`config.mk`:
```
export PLATFORM = sky130hd
export DESIGN_NAME = pulse_sched_flat
export DESIGN_NICKNAME = d
export VERILOG_FILES = /design/src/rtl/pulse_pkg.sv /design/src/rtl/pulse_sched_if.sv /design/src/rtl/pulse_sched_rr_arb.sv /design/src/rtl/pulse_sched.sv /design/src/flat_wrapper.sv
export SDC_FILE = /design/constraint.sdc
export NUM_CORES = 1
export LEC_CHECK = 0
export ABC_AREA = 0
export CAP_MARGIN = 5
export CORE_AREA = 2 2 56 58
export DETAILED_ROUTE_END_ITERATION = 10
export DIE_AREA = 0 0 58 60
export GPL_ROUTABILITY_DRIVEN = 0
export PLACE_DENSITY = 0.66
export SYNTH_ARGS = -nofsm -noshare
export SYNTH_HDL_FRONTEND = slang
export SYNTH_SLANG_ARGS = --single-unit
```
`constraint.sdc`:
```
create_clock -name CLK -period 3.3 [get_ports CLK]
set_clock_uncertainty 0.2 [all_clocks]
set_input_delay 0.825 -clock CLK [delete_from_list [all_inputs] [get_ports CLK]]
set_output_delay 0.825 -clock CLK [all_outputs]
set_load 0.01 [all_outputs]
```
`src/rtl/pulse_pkg.sv`:
```
// Shared state encoding and default cooldown length for the pulse scheduler.
package pulse_pkg;

    typedef enum logic [1:0] {
        IDLE  = 2'd0,
        PULSE = 2'd1,
        GAP   = 2'd2
    } state_e;

    localparam int GAP_CYC_DEFAULT = 2;

endpackage

```
`src/rtl/pulse_sched_if.sv`:
```
// Request/length inputs and pulse/grant/status outputs of the pulse scheduler.
interface pulse_sched_if #(
    parameter int N_REQ = 4,
    parameter int LEN_W = 4
);

    logic [N_REQ-1:0] REQ_IN;
    logic [LEN_W-1:0] LEN_IN;
    logic             Y_OUT;
    logic [N_REQ-1:0] GNT_OUT;
    logic             BUSY_OUT;
    logic             DONE_OUT;

    modport master (
        output REQ_IN, LEN_IN,
        input  Y_OUT, GNT_OUT, BUSY_OUT, DONE_OUT
    );

    modport slave (
        input  REQ_IN, LEN_IN,
        output Y_OUT, GNT_OUT, BUSY_OUT, DONE_OUT
    );

endinterface

```
`src/rtl/pulse_sched_rr_arb.sv`:
```
// Combinational round-robin search: first asserted request at or above ptr, with wrap.
module rr_arb #(
    parameter int N     = 4,
    parameter int PTR_W = 2
) (
    input  logic [N-1:0]     req,
    input  logic [PTR_W-1:0] ptr,
    output logic [N-1:0]     gnt,
    output logic             valid
);

    always_comb begin
        logic [PTR_W-1:0] idx;
        gnt   = '0;
        valid = 1'b0;
        idx   = '0;
        for (int i = 0; i < N; i++) begin
            idx = PTR_W'((int'(ptr) + i) % N);
            if (!valid && req[idx]) begin
                gnt[idx] = 1'b1;
                valid    = 1'b1;
            end
        end
    end

endmodule

```
`src/rtl/pulse_sched.sv`:
```
// Round-robin scheduler driving one shared timed pulse followed by a fixed cooldown.
module pulse_sched
    import pulse_pkg::*;
#(
    parameter int N_REQ   = 4,
    parameter int LEN_W   = 4,
    parameter int GAP_CYC = GAP_CYC_DEFAULT
) (
    input  logic        CLK,
    input  logic        nRST,
    pulse_sched_if.slave bus
);

    localparam int PTR_W = (N_REQ > 1) ? $clog2(N_REQ) : 1;
    localparam int GAP_W = 4;

    state_e             state_q, state_d;
    logic [LEN_W-1:0]   cnt_q, cnt_d;
    logic [GAP_W-1:0]   gap_q, gap_d;
    logic [PTR_W-1:0]   ptr_q, ptr_d;
    logic [N_REQ-1:0]   gnt_q, gnt_d;
    logic               y_q, y_d;
    logic               busy_q, busy_d;
    logic               done_q, done_d;

    logic [N_REQ-1:0]   arb_gnt;
    logic               arb_valid;
    logic [PTR_W-1:0]   win_idx;
    logic [PTR_W-1:0]   ptr_next;

    rr_arb #(
        .N     (N_REQ),
        .PTR_W (PTR_W)
    ) u_arb (
        .req   (bus.REQ_IN),
        .ptr   (ptr_q),
        .gnt   (arb_gnt),
        .valid (arb_valid)
    );

    // Pointer moves to the slot just past the winner so it gets lowest priority next time.
    always_comb begin
        win_idx = '0;
        for (int i = 0; i < N_REQ; i++) begin
            if (arb_gnt[i]) win_idx = PTR_W'(i);
        end
        ptr_next = (win_idx == PTR_W'(N_REQ - 1)) ? '0 : win_idx + 1'b1;
    end

    always_comb begin
        state_d = state_q;
        cnt_d   = cnt_q;
        gap_d   = gap_q;
        ptr_d   = ptr_q;
        gnt_d   = gnt_q;
        done_d  = 1'b0;
        case (state_q)
            IDLE: begin
                gnt_d = '0;
                if (arb_valid) begin
                    state_d = PULSE;
                    gnt_d   = arb_gnt;
                    ptr_d   = ptr_next;
                    cnt_d   = (bus.LEN_IN == '0) ? '0 : bus.LEN_IN - 1'b1;
                end
            end
            PULSE: begin
                if (cnt_q == '0) begin
                    state_d = GAP;
                    gap_d   = GAP_W'(GAP_CYC - 1);
                    gnt_d   = '0;
                    done_d  = 1'b1;
                end else begin
                    cnt_d = cnt_q - 1'b1;
                end
            end
            GAP: begin
                if (gap_q == '0) state_d = IDLE;
                else             gap_d   = gap_q - 1'b1;
            end
            default: begin
                state_d = IDLE;
                gnt_d   = '0;
            end
        endcase
        // Registered outputs are derived from the next state so they line up with it.
        y_d    = (state_d == PULSE);
        busy_d = (state_d != IDLE);
    end

    always_ff @(posedge CLK or negedge nRST) begin
        if (!nRST) begin
            state_q <= IDLE;
            cnt_q   <= '0;
            gap_q   <= '0;
            ptr_q   <= '0;
            gnt_q   <= '0;
            y_q     <= 1'b0;
            busy_q  <= 1'b0;
            done_q  <= 1'b0;
        end else begin
            state_q <= state_d;
            cnt_q   <= cnt_d;
            gap_q   <= gap_d;
            ptr_q   <= ptr_d;
            gnt_q   <= gnt_d;
            y_q     <= y_d;
            busy_q  <= busy_d;
            done_q  <= done_d;
        end
    end

    assign bus.Y_OUT    = y_q;
    assign bus.GNT_OUT  = gnt_q;
    assign bus.BUSY_OUT = busy_q;
    assign bus.DONE_OUT = done_q;

endmodule
```
`src/flat_wrapper.sv`:
```
// flat-port wrapper written by rule: the top's interface ports become plain ports
module pulse_sched_flat import pulse_pkg::*;
#(
    parameter int N_REQ   = 4,
    parameter int LEN_W   = 4,
    parameter int GAP_CYC = GAP_CYC_DEFAULT
)
  (CLK, nRST, bus_REQ_IN, bus_LEN_IN, bus_Y_OUT, bus_GNT_OUT, bus_BUSY_OUT, bus_DONE_OUT);
  pulse_sched_if #(.N_REQ(N_REQ), .LEN_W(LEN_W)) bus_i ();
  input  logic CLK;
  input  logic nRST;
  input wire logic [$bits(bus_i.REQ_IN)-1:0] bus_REQ_IN;
  input wire logic [$bits(bus_i.LEN_IN)-1:0] bus_LEN_IN;
  output wire logic [$bits(bus_i.Y_OUT)-1:0] bus_Y_OUT;
  output wire logic [$bits(bus_i.GNT_OUT)-1:0] bus_GNT_OUT;
  output wire logic [$bits(bus_i.BUSY_OUT)-1:0] bus_BUSY_OUT;
  output wire logic [$bits(bus_i.DONE_OUT)-1:0] bus_DONE_OUT;
  assign bus_i.REQ_IN = bus_REQ_IN;
  assign bus_i.LEN_IN = bus_LEN_IN;
  assign bus_Y_OUT = bus_i.Y_OUT;
  assign bus_GNT_OUT = bus_i.GNT_OUT;
  assign bus_BUSY_OUT = bus_i.BUSY_OUT;
  assign bus_DONE_OUT = bus_i.DONE_OUT;
  pulse_sched #(.N_REQ(N_REQ), .LEN_W(LEN_W), .GAP_CYC(GAP_CYC)) u_core (.CLK(CLK), .nRST(nRST), .bus(bus_i));
endmodule
```
==> reports/results.tsv <==
metric	value	unit
final_setup_tns	0	ns
critical_path_cell_count	8	
synth_edf_count	0	
regToRegEndpoint	u_core.ptr_q[1]$_DFFE_PN0P_	
cp_data_arrival_time	2.81	ns
cts_made_buffers	3	
internal-power	699	uW
r2r_cells	8	
clock_tree.htree_level_count	1	
power.clock.fraction	9.3	%
worstPathBufferInverterCount	1	
synth-seq-cells	19	
ioPinCount	17	
routed_wl	2.56	mm
max_clock_freq	0.356	GHz
synth_area	1240	um2
power	1.20	mW
grt_start_max_net_pins	20	
post_synth_main_area_contributors	dfrtp_1 38%, ha_1 8.1%, mux4_2 3.6%	
row_count	20	
nFillCells	283	
clock_sink_count	19	
die-area	3480	um2
chipHeight	60	um
clk-insertion-delay-late	0.29	ns
tritoncts	yes	
criticalPathCategory	flip-flop to flip-flop	
antenna_cells_inserted	0	
worst_ir_drop_vdd	0.000503	V
number_of_pins_with_negative_max_slew_slack_in_the_final_report	0	
finish.instance_area	1480	um2
fin_crit	2.81	ns
dr.pass1.iters	4	
cts_setup_buffers	0	
die_w	58	um
dp_hpwl	1.99	mm
fraction_of_synthesized_cell_area_taken_by_the_top_area_cell_type	38.3	%
hold-worst-slack	0.300	ns
netlist_instances	125	
effective_utilization_at_floorplan	42.8	%
async_reset_ff_share	100	%
nets	165	
port_buffers	16	
grtUsageTotal	17.3	%
final_layout_size_suffix_gt1_share	14.4	%
syn_nets	143	
cts_max_path_buffers	2	
routed_via_density	5.72	
crit_path_end	u_core.ptr_q[1]$_DFFE_PN0P_	
worstHoldPathType	flip-flop to flip-flop	
sequential_group_share_of_total_power	30.9	%
power_per_standard_cell_area	815	nW/um2
drt-wirelength-per-cell	14.3	um
worst_path_maximum_fanout	7	
postCtsResizedCells	0	
clkSlewWorstSetupHoldPaths	0.10	ns
dr.first_iter.drc_count	61	
route.vias.total	1023	
maxCapViolations	0	
hold_violations	0	
grt_setup_unrepaired	no	
first_global_vias	1028	
final_min_period_over_clock_period	85.2	%
global_route_wire_length_before_repair	4.58	mm
switching_share_of_total_power	41.9	%
yosysTopAreaCell	dfrtp_1	
ys.flop_type	dfrtp_1	
ys_warn_count	0	
element_type_at_the_critical_path_end	flip-flop	
area.growth.synth_to_final	18.7	%
power_switching	503	uW
worst_stage_delay_on_the_critical_path	0.61	ns
ant_nets	0	
synth_area_per_cell	9.94	um2
post-route-drc-count	0	
worst_setup_slack_for_register_to_register_paths	0.49	ns
cpLargestDelayFamily	multiplexers	
synth-seq-area-share	38.3	%
timing.slew.headroom	44.6	%
yosysUniqueCellTypes	38	
timing.critical_path.slowest_stage_cell	mux4_2	
overflow	0	
static_leakage_power	0.635	nW
worst_pin_slew	0.828	ns
cts_hold_buffers	0	
final-setup-viol-count	0	
dpl_cell_area	1450	um2
cp-startpoint	u_core.ptr_q[1]$_DFFE_PN0P_	
worst_setup_path_start_kind	flip-flop	
crit_required	3.30	ns
power_frac_comb	59.8	%
run_status	complete, no violations	
root_cell_of_the_clock_tree	clkbuf_4	
r2r_start	u_core.ptr_q[1]$_DFFE_PN0P_	
antenna_violations_before_repair	0	
core	2900	um2
critical_path_cell_sequence	inv_1 -> ha_1 -> mux4_2 -> nor2b_4 -> a221oi_2 -> o2bb2ai_1 -> nor2_1 -> o31ai_1	
-- worst min-delay path by stage --
stage / startpoint / to / slack (ns) / cells after the start
6_report: u_core.bus.GNT_OUT[2]$_DFFE_PN0P_ / u_core.bus.GNT_OUT[2]$_DFFE_PN0P_ / 0.30 / 2
3_5_place_dp: u_core.bus.GNT_OUT[2]$_DFFE_PN0P_ / u_core.bus.GNT_OUT[2]$_DFFE_PN0P_ / 0.28 / 2
4_1_cts: u_core.bus.GNT_OUT[2]$_DFFE_PN0P_ / u_core.bus.GNT_OUT[2]$_DFFE_PN0P_ / 0.30 / 2
3_3_place_gp: u_core.gap_q[0]$_DFFE_PN0P_ / u_core.gap_q[0]$_DFFE_PN0P_ / 0.29 / 1
2_1_floorplan: u_core.gap_q[0]$_DFFE_PN0P_ / u_core.gap_q[0]$_DFFE_PN0P_ / 0.26 / 1
5_1_grt: u_core.gap_q[0]$_DFFE_PN0P_ / u_core.gap_q[0]$_DFFE_PN0P_ / 0.33 / 1
-- routing by layer --
layer / vias up / part of all wire [%] / GRT usage, %
met5: - / 0 / 0
met4: 0 / 0.74 / 6.98
met3: 2 / 2.5 / 2.16
met2: 9 / 51 / 29.7
met1: 503 / 45 / 22.2
li1: 509 / - / -
-- sequential cells by signal (all words and copies together), names as in the netlist --
signal               flops
u_core.gap_q             4
u_core.bus.Y_OUT         1
u_core.ptr_q             2
u_core.bus.GNT_OUT       4
u_core.cnt_q             4
u_core.bus.DONE_OUT      1
u_core.bus.BUSY_OUT      1
u_core.state_q           2
-- worst min-delay path, cell delays in order, from the launching register on --
cell and delay (ns):
dfrtp_1 0.36, nand2_1 0.05, o21ai_0 0.06
-- Yosys cell counts, drive strengths merged, types with 3 or more instances --
cell type and instances:
nor3 8, o31ai 3, a221oi 3, mux2 3, a22oi 5, and2 3
a21oi 5, dfrtp 19, o21ai 7, nand2 11, ha 8, xnor2 3
inv 7, a22o 4, nor2 10
-- final cells by class --
cell class / instances / area, um2 / area share [%]
multi-input cells: 98 / 729 / 49.4
flip-flops and latches: 19 / 475 / 32.2
repair buffers: 18 / 175 / 11.9
well taps: 33 / 41.3 / 2.80
inverters: 7 / 26.3 / 1.78
clock buffers: 3 / 22.5 / 1.53
clock inverters: 1 / 5.00 / 0.339
-- kinds of logic after synthesis --
kind of cell    share of synthesized area, %
simple gates                            19.4
compound gates                          21.2
flops                                   38.3
buf+inv                                 3.02
fa+ha+maj                               8.06
mux                                     7.15
xor+xnor                                2.82
-- through the flow --
stage / setup slack, ns / utilization, % / std cells
after CTS: 0.484 / 50.8 / 179
after floorplan: 0.721 / - / 125
after global routing: 0.278 / 50.8 / 179
after detailed placement: 0.191 / 49.9 / 175
after global placement: 0.269 / 49.9 / 175
final: 0.487 / 50.8 / 179
-- power by group through the flow --
| stage | sequential [mW] | clock, mW | combinational (mW) |
|---|---|---|---|
| detailed placement | 0.377 | 0 | 0.718 |
| floorplan | 0.379 | 0 | 0.522 |
| finish | 0.371 | 0.112 | 0.719 |
| global route | 0.383 | 0.134 | 0.798 |
| CTS | 0.372 | 0.117 | 0.722 |
| global placement | 0.374 | 0 | 0.692 |
-- layout by cell type (no fill, tap or decap), types with 4 or more instances in the layout --
master / instances
nand2_1: 11
nor3_1: 8
o21ai_0: 7
a22o_1: 4
ha_1: 8
dfrtp_1: 19
inv_1: 7
clkdlybuf4s50_1: 16
a22oi_1: 5
a21oi_1: 5
nor2_1: 10
Power figures use the tool's default switching activity.
